`src/rtl/arb_out_fifo.sv`:
```
// arb_out_fifo: elastic output buffer behind the 2-input round-robin arbiter.
// The arbiter has no backpressure, so words are absorbed into a DEPTH-entry
// FIFO and re-issued on a valid/ready handshake. A word that arrives while the
// FIFO is full and not draining is dropped. Each drop is reported by a
// one-cycle pulse and counted in a saturating counter.
module arb_out_fifo #(
    parameter int unsigned WIDTH = 16,
    parameter int unsigned DEPTH = 8
) (
    input  logic                     i_clk,
    input  logic                     i_reset_n,
    input  logic                     i_valid,
    input  logic [WIDTH-1:0]         i_data,
    output logic                     o_valid,
    output logic [WIDTH-1:0]         o_data,
    input  logic                     i_ready,
    output logic [$clog2(DEPTH):0]   o_count,
    output logic                     o_full,
    output logic                     o_empty,
    output logic                     o_drop,
    output logic [15:0]              o_drop_cnt
);

    localparam int unsigned PTR_W     = $clog2(DEPTH);
    localparam int unsigned CNT_W     = PTR_W + 1;
    localparam int unsigned DROP_W    = 16;
    localparam logic [CNT_W-1:0]  CNT_FULL = CNT_W'(DEPTH);
    localparam logic [DROP_W-1:0] DROP_MAX = {DROP_W{1'b1}};

    // Storage and bookkeeping state
    logic [WIDTH-1:0]  mem [DEPTH];
    logic [PTR_W-1:0]  wr_ptr;
    logic [PTR_W-1:0]  rd_ptr;
    logic [CNT_W-1:0]  cnt;
    logic              drop_q;
    logic [DROP_W-1:0] drop_cnt_q;

    // Per-cycle handshake decisions
    logic pop_c;
    logic push_ok_c;
    logic drop_c;
    logic is_full_c;
    logic is_empty_c;

    // Occupancy flags are derived from the registered count only
    always_comb begin
        is_full_c  = (cnt == CNT_FULL);
        is_empty_c = (cnt == '0);
    end

    // Pop when the head is valid and the consumer is ready. A push is accepted
    // if there is room, or if the FIFO is full and a slot frees this cycle.
    always_comb begin
        pop_c     = 1'b0;
        push_ok_c = 1'b0;
        drop_c    = 1'b0;
        if (!is_empty_c && i_ready) begin
            pop_c = 1'b1;
        end
        if (i_valid) begin
            if (!is_full_c || pop_c) begin
                push_ok_c = 1'b1;
            end else begin
                drop_c = 1'b1;
            end
        end
    end

    // Data array: no reset; writes are suppressed while reset is asserted
    always_ff @(posedge i_clk) begin
        if (i_reset_n && push_ok_c) begin
            mem[wr_ptr] <= i_data;
        end
    end

    // Pointers and occupancy counter. Pointers wrap naturally modulo DEPTH.
    always_ff @(posedge i_clk) begin
        if (!i_reset_n) begin
            wr_ptr <= '0;
            rd_ptr <= '0;
            cnt    <= '0;
        end else begin
            if (push_ok_c) begin
                wr_ptr <= wr_ptr + PTR_W'(1);
            end
            if (pop_c) begin
                rd_ptr <= rd_ptr + PTR_W'(1);
            end
            case ({push_ok_c, pop_c})
                2'b10:   cnt <= cnt + CNT_W'(1);
                2'b01:   cnt <= cnt - CNT_W'(1);
                default: cnt <= cnt;
            endcase
        end
    end

    // Drop pulse for the previous cycle and saturating drop counter
    always_ff @(posedge i_clk) begin
        if (!i_reset_n) begin
            drop_q     <= 1'b0;
            drop_cnt_q <= '0;
        end else begin
            drop_q <= drop_c;
            if (drop_c && (drop_cnt_q != DROP_MAX)) begin
                drop_cnt_q <= drop_cnt_q + DROP_W'(1);
            end
        end
    end

    // Output mapping: the head word is read straight from registered storage
    always_comb begin
        o_valid    = !is_empty_c;
        o_data     = mem[rd_ptr];
        o_count    = cnt;
        o_full     = is_full_c;
        o_empty    = is_empty_c;
        o_drop     = drop_q;
        o_drop_cnt = drop_cnt_q;
    end

endmodule

```
`config.mk`:
```
export PLATFORM = sky130hd
export DESIGN_NAME = arb_out_fifo
export DESIGN_NICKNAME = d
export VERILOG_FILES = /design/src/rtl/arb_out_fifo.sv
export SDC_FILE = /design/constraint.sdc
export NUM_CORES = 1
export LEC_CHECK = 0
export ABC_AREA = 1
export ABC_CLOCK_PERIOD_IN_PS = 2500
export BUFFER_PORTS_ARGS = -buffer_cell sky130_fd_sc_hd__buf_2
export CAP_MARGIN = 10
export CORE_AREA = 4 4 115 144
export DETAILED_ROUTE_END_ITERATION = 8
export DIE_AREA = 0 0 119 148
export GPL_TIMING_DRIVEN = 0
export HOLD_SLACK_MARGIN = 0.03
export PLACE_DENSITY = 0.69
export SYNTH_ARGS = -nofsm -noshare
export SYNTH_HDL_FRONTEND = slang
export SYNTH_SLANG_ARGS = --single-unit
```
`constraint.sdc`:
```
create_clock -name i_clk -period 2.5 [get_ports i_clk]
set_clock_uncertainty 0.2 [all_clocks]
set_input_delay 0.25 -clock i_clk [delete_from_list [all_inputs] [get_ports i_clk]]
set_output_delay 0.25 -clock i_clk [all_outputs]
set_load 0.01 [all_outputs]
```
==> results of run 1 <==
==> what timing repair did <==
| action | in CTS | in global routing |
|---|---|---|
| resized for setup | 5 | 23 |
| hold endpoints to repair | 131 | 0 |
| endpoints found under the setup margin | 11 | 74 |
| hold buffers | 19 | 0 |
==> per-stage QoR <==
step                power, uW  setup WS [ps]  utilization [%]  std cells  cell area [um2]
global route             7580           -151             53.7        937             8100
global placement         4550          -1200             47.5        880             7150
finish                   7210           60.3             53.7        937             8100
floorplan                4030           -145                -        613             6600
detailed placement       4620           53.3             48.3        888             7280
CTS                      7220           2.44             53.5        937             8060
==> registers in the layout, summed over array words and instances, names as in the netlist, named ones only <==
register / flops
mem: 128
o_count: 4
o_drop: 1
o_drop_cnt: 16
rd_ptr: 3
wr_ptr: 3
==> report_power, final <==
group | internal, uW | switching [uW] | total (uW)
clock network | 1650 | 933 | 2580
logic | 572 | 1040 | 1610
registers | 2940 | 73.7 | 3010
total | 5160 | 2050 | 7210
==> layout make-up <==
| cell class | count | area [um2] |
|---|---|---|
| clock buffer | 21 | 440 |
| sequential | 158 | 4440 |
| multi-input combinational | 397 | 1960 |
| buffer | 26 | 145 |
| fill | 1254 | 6980 |
| tap | 208 | 260 |
| inverter | 32 | 120 |
| clock inverter | 9 | 144 |
| timing repair buffer | 86 | 583 |
==> cells by family after synthesis <==
kind of cell               after synthesis
DFF                                    158
adders and majority gates                6
and+or+nand+nor                        251
xor gates and xnor gates                 8
AOI/OAI and AO/OA                      132
buffers and inverters                   58
==> worst paths after layout <==
| kind | cells past startpoint | to | slack [ps] |
|---|---|---|---|
| worst max register to register | 7 | mem[4][11] | 60 |
| worst min register to register | 1 | rd_ptr[0] | 300 |
| worst min-delay path | 4 | rd_ptr[0] | 60 |
| worst max-delay path | 7 | mem[4][11] | 60 |
==> synthesized netlist by cell type (2+ instances only) <==
| cell type | instances |
|---|---|
| nor2_2 | 4 |
| o21ai_0 | 74 |
| edfxtp_1 | 128 |
| buf_2 | 6 |
| nand3_1 | 11 |
| nor2_1 | 143 |
| xor2_1 | 4 |
| buf_1 | 2 |
| a31oi_1 | 17 |
| nand2_1 | 76 |
| inv_2 | 3 |
| o21ai_1 | 2 |
| nor3_1 | 5 |
| inv_1 | 29 |
| nor2_4 | 2 |
| clkbuf_1 | 15 |
| nand2_2 | 2 |
| a21oi_2 | 6 |
| o22ai_1 | 16 |
| ha_1 | 5 |
| xnor2_1 | 4 |
| dfxtp_1 | 30 |
| nand4_1 | 3 |
| a21oi_1 | 16 |
==> layer usage <==
layer	vias up	global-route usage, %	part of all wire [%]
met5	-	0	0
met4	0	6.49	2.3
met3	28	4.71	6.7
met2	195	30.9	50
met1	2277	21.7	41
li1	2341	-	-
==> tightest hold or removal path: stages <==
cell,delay (ps)
buf_2,100
nand2_2,90
inv_2,110
a21oi_1,70
==> impl_results.md, run 1 <==
- Hold wc startpoint: i_ready
- Simple logic cell fraction of the synthesized area: 15.6%
- Clock sinks: 158
- #FFs+latches synth: 158
- Largest family of logic cells by synthesized area: simple AND/OR/NAND/NOR gates
- Area contributors post-synth: edfxtp_1 (58%), dfxtp_1 (9.1%), nor2_1 (8.1%)
- Bufs and invs on worst path: 3
- Worst-margin pin slew: 793 ps
- DRT Pass-1 Iters: 4
- Share of layout cells above drive strength 1: 18.9%
- Worst path cell trace: inv_1 > nand4_1 > nand2_1 > inv_1 > nand2_1 > nor3_2 > buf_6
- Number of global-route vias before repair: 4790
- RSZ-0062 raised after global routing: true
- Crit path from: o_count[2]
- Synth Area in Adders: 1.25%
- Most frequent cells in the layout: nor2_1 (139), edfxtp_1 (128), nand2_1 (76), o21ai_0 (74), buf_2 (60)
- Number of flops mapped to enable cells by yosys: 128
- Global-route wire length before repair: 24400 um
- Compound-Gate Fraction of Synth Area: 11.1%
- Skew-Pair Late Insertion Delay: 420 ps
- Max clock buf depth: 2
- Worst path required time: 2420 ps
- Largest net degree at the start of global routing: 17
- Detailed placer's ending HPWL: 10300 um
- Via count: 4841
- WL final: 15300 um
- Port buffer count: 59
- I/O pins: 60
- Min-Delay Path Class: in2reg
- Initial antenna violation count: 0
- CP startpoint kind: register
- Diode count: 0
- Chip Height: 148 um
- Mux share of post-synthesis cell area: 0%
- Leakage: 0.00292 uW
- # rows: 50
- Area Growth Syn to Fin: 22.7%
- Critical path's top delay family: simple AND/OR/NAND/NOR gates
- Peak supply drop: 0.000495 V
- Cell count after synthesis: 613
- Status: finished, final reports clean
- Crit Path Max Fanout: 9
- Tot GR Track Use: 17.9%
- Top FF cell, synth: edfxtp_1
- Sequential share of the synthesized area: 67.3%
- Core box area: 15100 um2
- Max-slew violation count: 0
- DRT antenna net count: 0
- Syn Std Cell Area: 6600 um2
- Critical Path AT: 2360 ps
- Setup TNS: 0 ps
- Fmax: 410 MHz
- DR WL/cell: 16.3 um
- Routed vias/inst: 5.17
- Max-Cap Viols: 0
- DRC violations left: 0
- Nets: 744
- FFs w/ async S/R, synth: 0%
- Clk slew on worst S/H paths: 60 ps
- Final hold violation count: 0
- Crit Path Class: reg2reg
- CP max-delay cell: nor3_2
- CTS tree: built
- Tmin final: 2440 ps
- Root buf cell: clkbuf_16
- Crit-path max cell delay: 640 ps
- Reg2reg start: o_count[2]
- Syn nets: 639
- Worst setup EP type: register
- Initial core utilization: 43.8%
- Period utilization: 97.6%
- Post-CTS setup buffer count: 0
- Count of cell types in the netlist: 34
- Worst rel slew slack: 46.8%
- Leading cell type in the layout, fill and taps excluded: nor2_1
- DR iter-0 viols: 355
- XOR/XNOR share of the synthesized area: 1.06%
- Minimum hold slack: 60.4 ps
- Final setup fails: 0
- TritonCTS Buffers: 17
- GP Congestion: 0.862
- CTS H-Tree Depth: 4
- Top-area cell type share of the netlist area: 58.2%
- Area leader, netlist: edfxtp_1
- PD cells: 890 nW/um2
- Die width: 119 um
- Synth warn: 0
- Die ar.: 17600 um2
- Syn Area/Cell: 10.8 um2
- Grt total ovfl: 0
No activity file was read; power rests on OpenSTA's default activity.
==> inputs of run 2 (changes only) <==
--- a/config.mk
+++ b/config.mk
@@ -7,14 +7,14 @@
 export LEC_CHECK = 0
 export ABC_AREA = 1
 export ABC_CLOCK_PERIOD_IN_PS = 2500
-export BUFFER_PORTS_ARGS = -buffer_cell sky130_fd_sc_hd__buf_2
 export CAP_MARGIN = 10
 export CORE_AREA = 4 4 115 144
 export DETAILED_ROUTE_END_ITERATION = 8
 export DIE_AREA = 0 0 119 148
+export DONT_BUFFER_PORTS = 1
 export GPL_TIMING_DRIVEN = 0
 export HOLD_SLACK_MARGIN = 0.03
-export PLACE_DENSITY = 0.69
+export PLACE_DENSITY = 0.65
 export SYNTH_ARGS = -nofsm -noshare
 export SYNTH_HDL_FRONTEND = slang
 export SYNTH_SLANG_ARGS = --single-unit
==> run 2 against run 1 <==
Against the previous run:
- the run now ends with negative setup slack left
- final cell count down 5.5%
- register-to-register slack worse by 110 ps
- wire length grew 4.7%
- first-iteration DRC count grew 14%
- power shrank 1.9%
- via count shrank 3.8%
- combinational power is 7% lower
- critical path type unchanged
- largest cell class unchanged
==> impl_results.md, run 2 (same netlist as run 1, synthesis figures left out) <==
- Core box area: 15100 um2 (unchanged)
- Most frequent cells in the layout: nor2_1 (139), edfxtp_1 (128), nand2_1 (76), o21ai_0 (74), dfxtp_1 (30)
- Reg2reg start: o_count[1]
- Overall Power: 7070 uW (-1.9%)
- Max clock buf depth: 2 (unchanged)
- Largest Register: mem
- Initial core utilization: 43.8% (unchanged)
- Hold Path Depth: 5 (+1)
- Failing checks: negative setup slack
- Port buffer count: 0 (-100%)
- Setup TNS: -1510 ps (-1510 ps)
- Die ar.: 17600 um2 (unchanged)
- TritonCTS Buffers: 17 (unchanged)
- Nets: 690 (-7.3%)
- Grt total ovfl: 0 (unchanged)
- Diode count: 0 (unchanged)
- Largest net degree at the start of global routing: 17 (unchanged)
- Die width: 119 um (unchanged)
- Inst Count DP: 827 (-6.9%)
- Placed Area: 6970 um2 (-4.3%)
- Max-Cap Viols: 0 (unchanged)
- Worst hold path endpoint: o_drop_cnt[12]
- Worst rel slew slack: 36.0% (-11 points)
- Max-slew violation count: 0 (unchanged)
- Via count: 4658 (-3.8%)
- Worst-margin pin slew: 960 ps (+166 ps)
- Skew-Pair Late Insertion Delay: 420 ps (about the same)
- Leading cell type in the layout, fill and taps excluded: nor2_1
- Worst path cell trace: nor2_2 > nand4_1 > nand2_1 > inv_1 > nand3_1 > nor2_2
- Detailed placer's ending HPWL: 10600 um (+2.6%)
- CP startpoint kind: register
- Max reg flops: 128 (unchanged)
- Cell mode on critical path: nor2_2
- PD cells: 896 nW/um2 (+0.68%)
- Reg2reg end: mem[5][3]
- GP Congestion: 0.809 (-6.1%)
- Fmax: 391 MHz (-4.5%)
- Crit-path max cell delay: 800 ps (+160 ps)
- Final hold violation count: 0 (unchanged)
- WL final: 16000 um (+4.7%)
- Routed vias/inst: 5.26 (+1.9%)
- Leakage: 0.00269 uW (-8.0%)
- I/O pins: 60 (unchanged)
- Fin area: 7890 um2 (-2.6%)
- Root buf cell: clkbuf_16
- R2R Setup Slk: -50 ps (-110 ps)
- Reg2Reg Depth: 6 (-1)
- DRT antenna net count: 0 (unchanged)
- Global-route wire length before repair: 25000 um (+2.5%)
- Hold wc startpoint: i_ready
- CTS H-Tree Depth: 4 (unchanged)
- Crit Path Max Fanout: 16 (+7)
- Status: complete, but fails checks
- DR WL/cell: 18.1 um (+11%)
- Tot GR Track Use: 18.7% (+0.75 points)
- Share of layout cells above drive strength 1: 14.2% (-4.7 points)
- # rows: 50 (unchanged)
- Worst path required time: 2340 ps (-80 ps)
- Util after Layout: 52.3% (-1.4 points)
- Clk slew on worst S/H paths: 60 ps (about the same)
- Bufs and invs on worst path: 1 (-2)
- Worst setup EP type: register
- Number of fillers in the final layout: 1280 (+2.1%)
- Number of global-route vias before repair: 4689 (-2.1%)
- CTS tree: built
- Clock sinks: 158 (unchanged)
- Period utilization: 102% (+4.6 points)
- RSZ-0062 raised after global routing: true
- Chip Height: 148 um (unchanged)
- Critical Path AT: 2400 ps (+40 ps)
- Area Growth Syn to Fin: 19.6%
- Fin cells: 885 (-5.5%)
- DRC violations left: 0 (unchanged)
- Crit Path Class: reg2reg
- Initial antenna violation count: 0 (unchanged)
- DRT Pass-1 Iters: 5 (+1)
- CP max-delay cell: nor2_2
- Critical path's top delay family: simple AND/OR/NAND/NOR gates
- Peak supply drop: 0.000629 V (+27%)
- Final setup fails: 32 (+32)
- Tmin final: 2550 ps (+115 ps)
- DR iter-0 viols: 403 (+14%)
- Min-Delay Path Class: in2reg
- Worst setup margin: -54.6 ps (-115 ps)
==> run 2: final cells by class <==
type                            instances  area [um2]  area share, %
Tap cell                              208         260           3.30
Sequential cell                       158        4440           56.3
Clock buffer                           18         429           5.44
Clock inverter                         14         150           1.90
Buffer                                 26         129           1.63
Multi-Input combinational cell        397        2030           25.7
Timing Repair Buffer                   32         327           4.14
Inverter                               32         120           1.52
==> run 2: what timing repair did <==
action / 4_1_cts / 5_1_grt
gates cloned: 0 / 0
buffers inserted: 0 / 5
hold buffers: 21 / 0
pin swaps: 0 / 3
setup endpoints to repair: 63 / 102
resized for setup: 10 / 17
hold endpoints to repair: 149 / 0
==> run 2: metrics by stage <==
step / setup WS, ps / hold slack, ps
2_1_floorplan: -145 / 149
3_3_place_gp: -1240 / 149
3_5_place_dp: -134 / 149
4_1_cts: -56.0 / 100
5_1_grt: -231 / 148
6_report: -54.6 / 121
==> run 2: worst reg2reg max path: stages, from the launching register on <==
cell     delay (ps)
dfxtp_1         500
nor2_2           80
nand4_1         120
nand2_1         170
inv_1           110
nand3_1         190
nor2_2          800
==> run 2: worst max-delay path by stage <==
stage | start | to | slack [ps] | cells after the start
after global placement | o_count[1] | mem[0][6] | -1240 | 6
after detailed placement | o_count[1] | mem[0][4] | -130 | 7
after CTS | o_count[1] | mem[5][4] | -60 | 6
final | o_count[1] | mem[5][3] | -50 | 6
after floorplan | o_count[2] | mem[0][0] | -140 | 6
after global routing | o_count[1] | mem[5][7] | -230 | 6
==> run 2: per-layer routing <==
metal	wire length, um	vias to the layer above	part of all wire [%]	global-route usage [%]
met1	6250	2203	39	21.2
met5	0	-	0	0
li1	-	2242	-	-
met2	8400	190	52	32.4
met3	1020	23	6.4	5.28
met4	356	0	2.2	8.70
==> run 2: power breakdown <==
group | leakage (uW) | internal, uW | switching [uW]
Clock | 0.000280 | 1550 | 1000
Combinational | 0.00101 | 478 | 1010
Sequential | 0.00140 | 2940 | 93.0
Total | 0.00269 | 4960 | 2100
==> inputs of run 3 (changes only) <==
--- a/config.mk
+++ b/config.mk
@@ -5,13 +5,13 @@
 export SDC_FILE = /design/constraint.sdc
 export NUM_CORES = 1
 export LEC_CHECK = 0
-export ABC_AREA = 1
 export ABC_CLOCK_PERIOD_IN_PS = 2500
 export CAP_MARGIN = 10
-export CORE_AREA = 4 4 115 144
+export CORE_AREA = 4 4 113 142
 export DETAILED_ROUTE_END_ITERATION = 8
-export DIE_AREA = 0 0 119 148
+export DIE_AREA = 0 0 117 146
 export DONT_BUFFER_PORTS = 1
+export GPL_ROUTABILITY_DRIVEN = 0
 export GPL_TIMING_DRIVEN = 0
 export HOLD_SLACK_MARGIN = 0.03
 export PLACE_DENSITY = 0.65
==> run 3 against run 2 <==
Against the previous run:
- the flow now finishes without violations
- critical path depth fell by 1
- die area is 3.0% lower
- highest routed layer unchanged
- critical endpoint is now o_drop_cnt[8]
- non-clock buffer count decreased by 6
- power is 5.2% lower
==> impl_results.md, run 3 <==
- Status: finished, final reports clean
- Sw frac: 23.6% (-6.1 points)
- Period utilization: 97.9% (-4.3 points)
- Leakage: 0.00250 uW (-6.9%)
- Root buf cell: clkbuf_16
- Final hold violation count: 0 (unchanged)
- DRC violations left: 0 (unchanged)
- CTS H-Tree Depth: 4 (unchanged)
- WL final: 12500 um (-22%)
- Tmin final: 2450 ps (-108 ps)
- Fmax: 409 MHz (+4.4%)
- Nets: 458 (-34%)
- FFs w/ async S/R, synth: 0% (unchanged)
- Most common cell in the netlist: edfxtp_1
- Tot GR Track Use: 15.5% (-3.2 points)
- Worst rel slew slack: 45.9% (+9.9 points)
- Syn nets: 406 (-36%)
- Peak supply drop: 0.000613 V (-2.5%)
- Critical Path AT: 2600 ps (+200 ps)
- Final setup fails: 0 (-100%)
- CP startpoint kind: register
- Combinational Power Share: 15.1% (-6.0 points)
- Count of cell types in the netlist: 40 (+18%)
- Number of global-route vias before repair: 3619 (-23%)
- R2R Setup Slk: 50 ps (+110 ps)
- Detailed placer's ending HPWL: 8350 um (-21%)
- Syn Std Cell Area: 6390 um2 (-3.1%)
- Syn Area/Cell: 16.8 um2 (+56%)
- Min-Delay Path Class: in2reg
- Core box area: 14800 um2 (-2.1%)
- DRT antenna net count: 0 (unchanged)
- Worst setup EP type: register
- Max reg flops: 128 (unchanged)
- Top post-synthesis cells by count: edfxtp_1 (128), mux4_2 (32), dfxtp_1 (30)
- Routed vias/inst: 5.46 (+3.8%)
- Max clock buf depth: 2 (unchanged)
- Worst-margin pin slew: 805 ps (-155 ps)
- Reg2reg start: o_count[2]
- Largest Register: mem
- Area Growth Syn to Fin: 21.6%
- Number of fillers in the final layout: 1213 (-5.2%)
- Most frequent cells in the layout: edfxtp_1 (128), mux4_2 (32), nand2_1 (29), dfxtp_1 (23), dlygate4sd3_1 (18)
- Initial antenna violation count: 1 (+1)
- Cell Int Power: 5120 uW (+3.1%)
- Grt total ovfl: 0 (unchanged)
- Crit path from: o_count[2]
- Sw Pwr: 1580 uW (-25%)
- Worst path required time: 2650 ps (+310 ps)
- Cell count after synthesis: 380 (-38%)
- Top FF cell, synth: edfxtp_1
- Clock sinks: 158 (unchanged)
- Flop pwr share: 45.5% (+2.6 points)
- # rows: 50 (unchanged)
- Sequential share of the synthesized area: 69.5% (+2.2 points)
- DR iter-0 viols: 314 (-22%)
- Clk pwr share: 39.3% (+3.2 points)
- I/O pins: 60 (unchanged)
- Skew-Pair Late Insertion Delay: 420 ps (about the same)
- Hold Path Depth: 2 (-3)
- Number of flops mapped to enable cells by yosys: 128 (unchanged)
- DR WL/cell: 19.9 um (+9.8%)
- Clk slew on worst S/H paths: 60 ps (about the same)
- Top-area cell type share of the netlist area: 60.1% (+1.9 points)
- Synth warn: 0 (unchanged)
- Reg2reg end: o_drop_cnt[8]
- Port buffer count: 0 (unchanged)
- Global-route wire length before repair: 19500 um (-22%)
- Crit Path Max Fanout: 8 (-8)
- DRT Pass-1 Iters: 4 (-1)
- Crit Path Class: reg2reg
- Via count: 3424 (-26%)
- Hold wc startpoint: i_reset_n
- #FFs+latches synth: 158 (unchanged)
- Chip Height: 146 um (-1.4%)
- Max-slew violation count: 0 (unchanged)
- Largest net degree at the start of global routing: 17 (unchanged)
- Minimum hold slack: 100 ps (-20.5 ps)
- RSZ-0062 raised after global routing: true
- Fin area: 7770 um2 (-1.5%)
- Die width: 117 um (-1.7%)
- CTS tree: built
- Leading cell type in the layout, fill and taps excluded: edfxtp_1
- Worst hold path endpoint: mem[0][4]
- Max-Cap Viols: 0 (unchanged)
- Reg2Reg Depth: 5 (-1)
- Area leader, netlist: edfxtp_1
- Die ar.: 17100 um2 (-3.0%)
- Initial core utilization: 43.3% (-0.47 points)
- PD cells: 862 nW/um2 (-3.7%)
- TritonCTS Buffers: 17 (unchanged)
- Area contributors post-synth: edfxtp_1 (60%), mux4_2 (11%), dfxtp_1 (9.4%)
- Share of layout cells above drive strength 1: 30.0% (+16 points)
- Placed Area: 6810 um2 (-2.2%)
## run 3: changes by cell type in the layout (fill, tap and decap cells not counted), sizes merged, moves of 13 or more
cell	before	now
mux2i	0	15
o21ai	77	5
mux2	0	16
nand2	79	29
mux4	0	32
nor2	149	11
o22ai	16	0
a31oi	17	0
inv	32	13
nand2b	0	13
## run 3: logic make-up (layout without fill, tap and decap cells)
kind of cell	Yosys count	count (layout)	synth area share [%]
AO/OA/AOI/OAI	29	29	2.88
buffers and inverters	31	95	1.96
other	0	1	0
AND/OR/NAND/NOR	89	89	7.36
adder cells (fa/ha/maj)	6	6	1.29
flip-flops	158	158	69.5
multiplexers	63	63	16.4
XOR/XNOR	4	4	0.548
## run 3: per-layer routing
metal / vias up / GRT usage, % / wire length (um)
met4: 0 / 6.02 / 246
met3: 19 / 4.62 / 587
met5: - / 0 / 0
met1: 1714 / 18.5 / 4880
li1: 1596 / - / -
met2: 95 / 26.1 / 6760
## run 3: through the flow
step                      setup TNS [ps]  util [%]  cells  worst slack (ps)  total power, uW
final                                  0      52.6    627              53.0             6700
after CTS                           -144      52.4    625             -45.4             6750
after floorplan                    -7370         -    380              -225             3770
after global routing               -21.4      52.6    627             -15.0             6980
after global placement            -98980      45.0    562             -1400             3950
after detailed placement           -8320      46.2    571              -721             3990
## run 3: worst max-delay path by stage
stage	endpoint	slack, ps	cells after the start
final	o_drop_cnt[8]	50	5
after global routing	o_count[3]	-10	8
after floorplan	mem[1][0]	-230	5
after detailed placement	o_count[3]	-720	8
after global placement	mem[5][13]	-1400	5
after CTS	o_drop_cnt[8]	-50	6
## run 3: final cells by class
type                    instances  area (um2)  area share (%)
inverters                      12        45.0           0.580
flip-flops and latches        158        4460            57.4
repair buffers                 37         392            5.04
clock inverters                11         166            2.14
plain buffers                  15        92.6            1.19
well taps                     182         228            2.93
clock buffers                  20         437            5.62
multi-input cells             191        1950            25.1
diodes                          1        2.50          0.0322
## run 3: what timing repair did
action | CTS | global route
setup endpoints to repair | 56 | 37
buffers inserted | 7 | 3
pin swaps | 8 | 2
gates cloned | 0 | 0
hold buffers | 18 | 0
hold endpoints to repair | 135 | 0
resized for setup | 34 | 9
## run 3: power by group through the flow
stage | Clock, uW | Combinational, uW | Sequential, uW
detailed placement | 0 | 913 | 3080
finish | 2640 | 1020 | 3050
floorplan | 0 | 724 | 3050
CTS | 2680 | 1010 | 3050
global placement | 0 | 870 | 3080
global route | 2820 | 1100 | 3060
## run 3: worst max-delay path, stage by stage (launching register included)
cell	delay (ps)
dfxtp_4	380
or4b_4	590
or4_4	450
buf_6	150
or4_1	490
a21oi_1	130
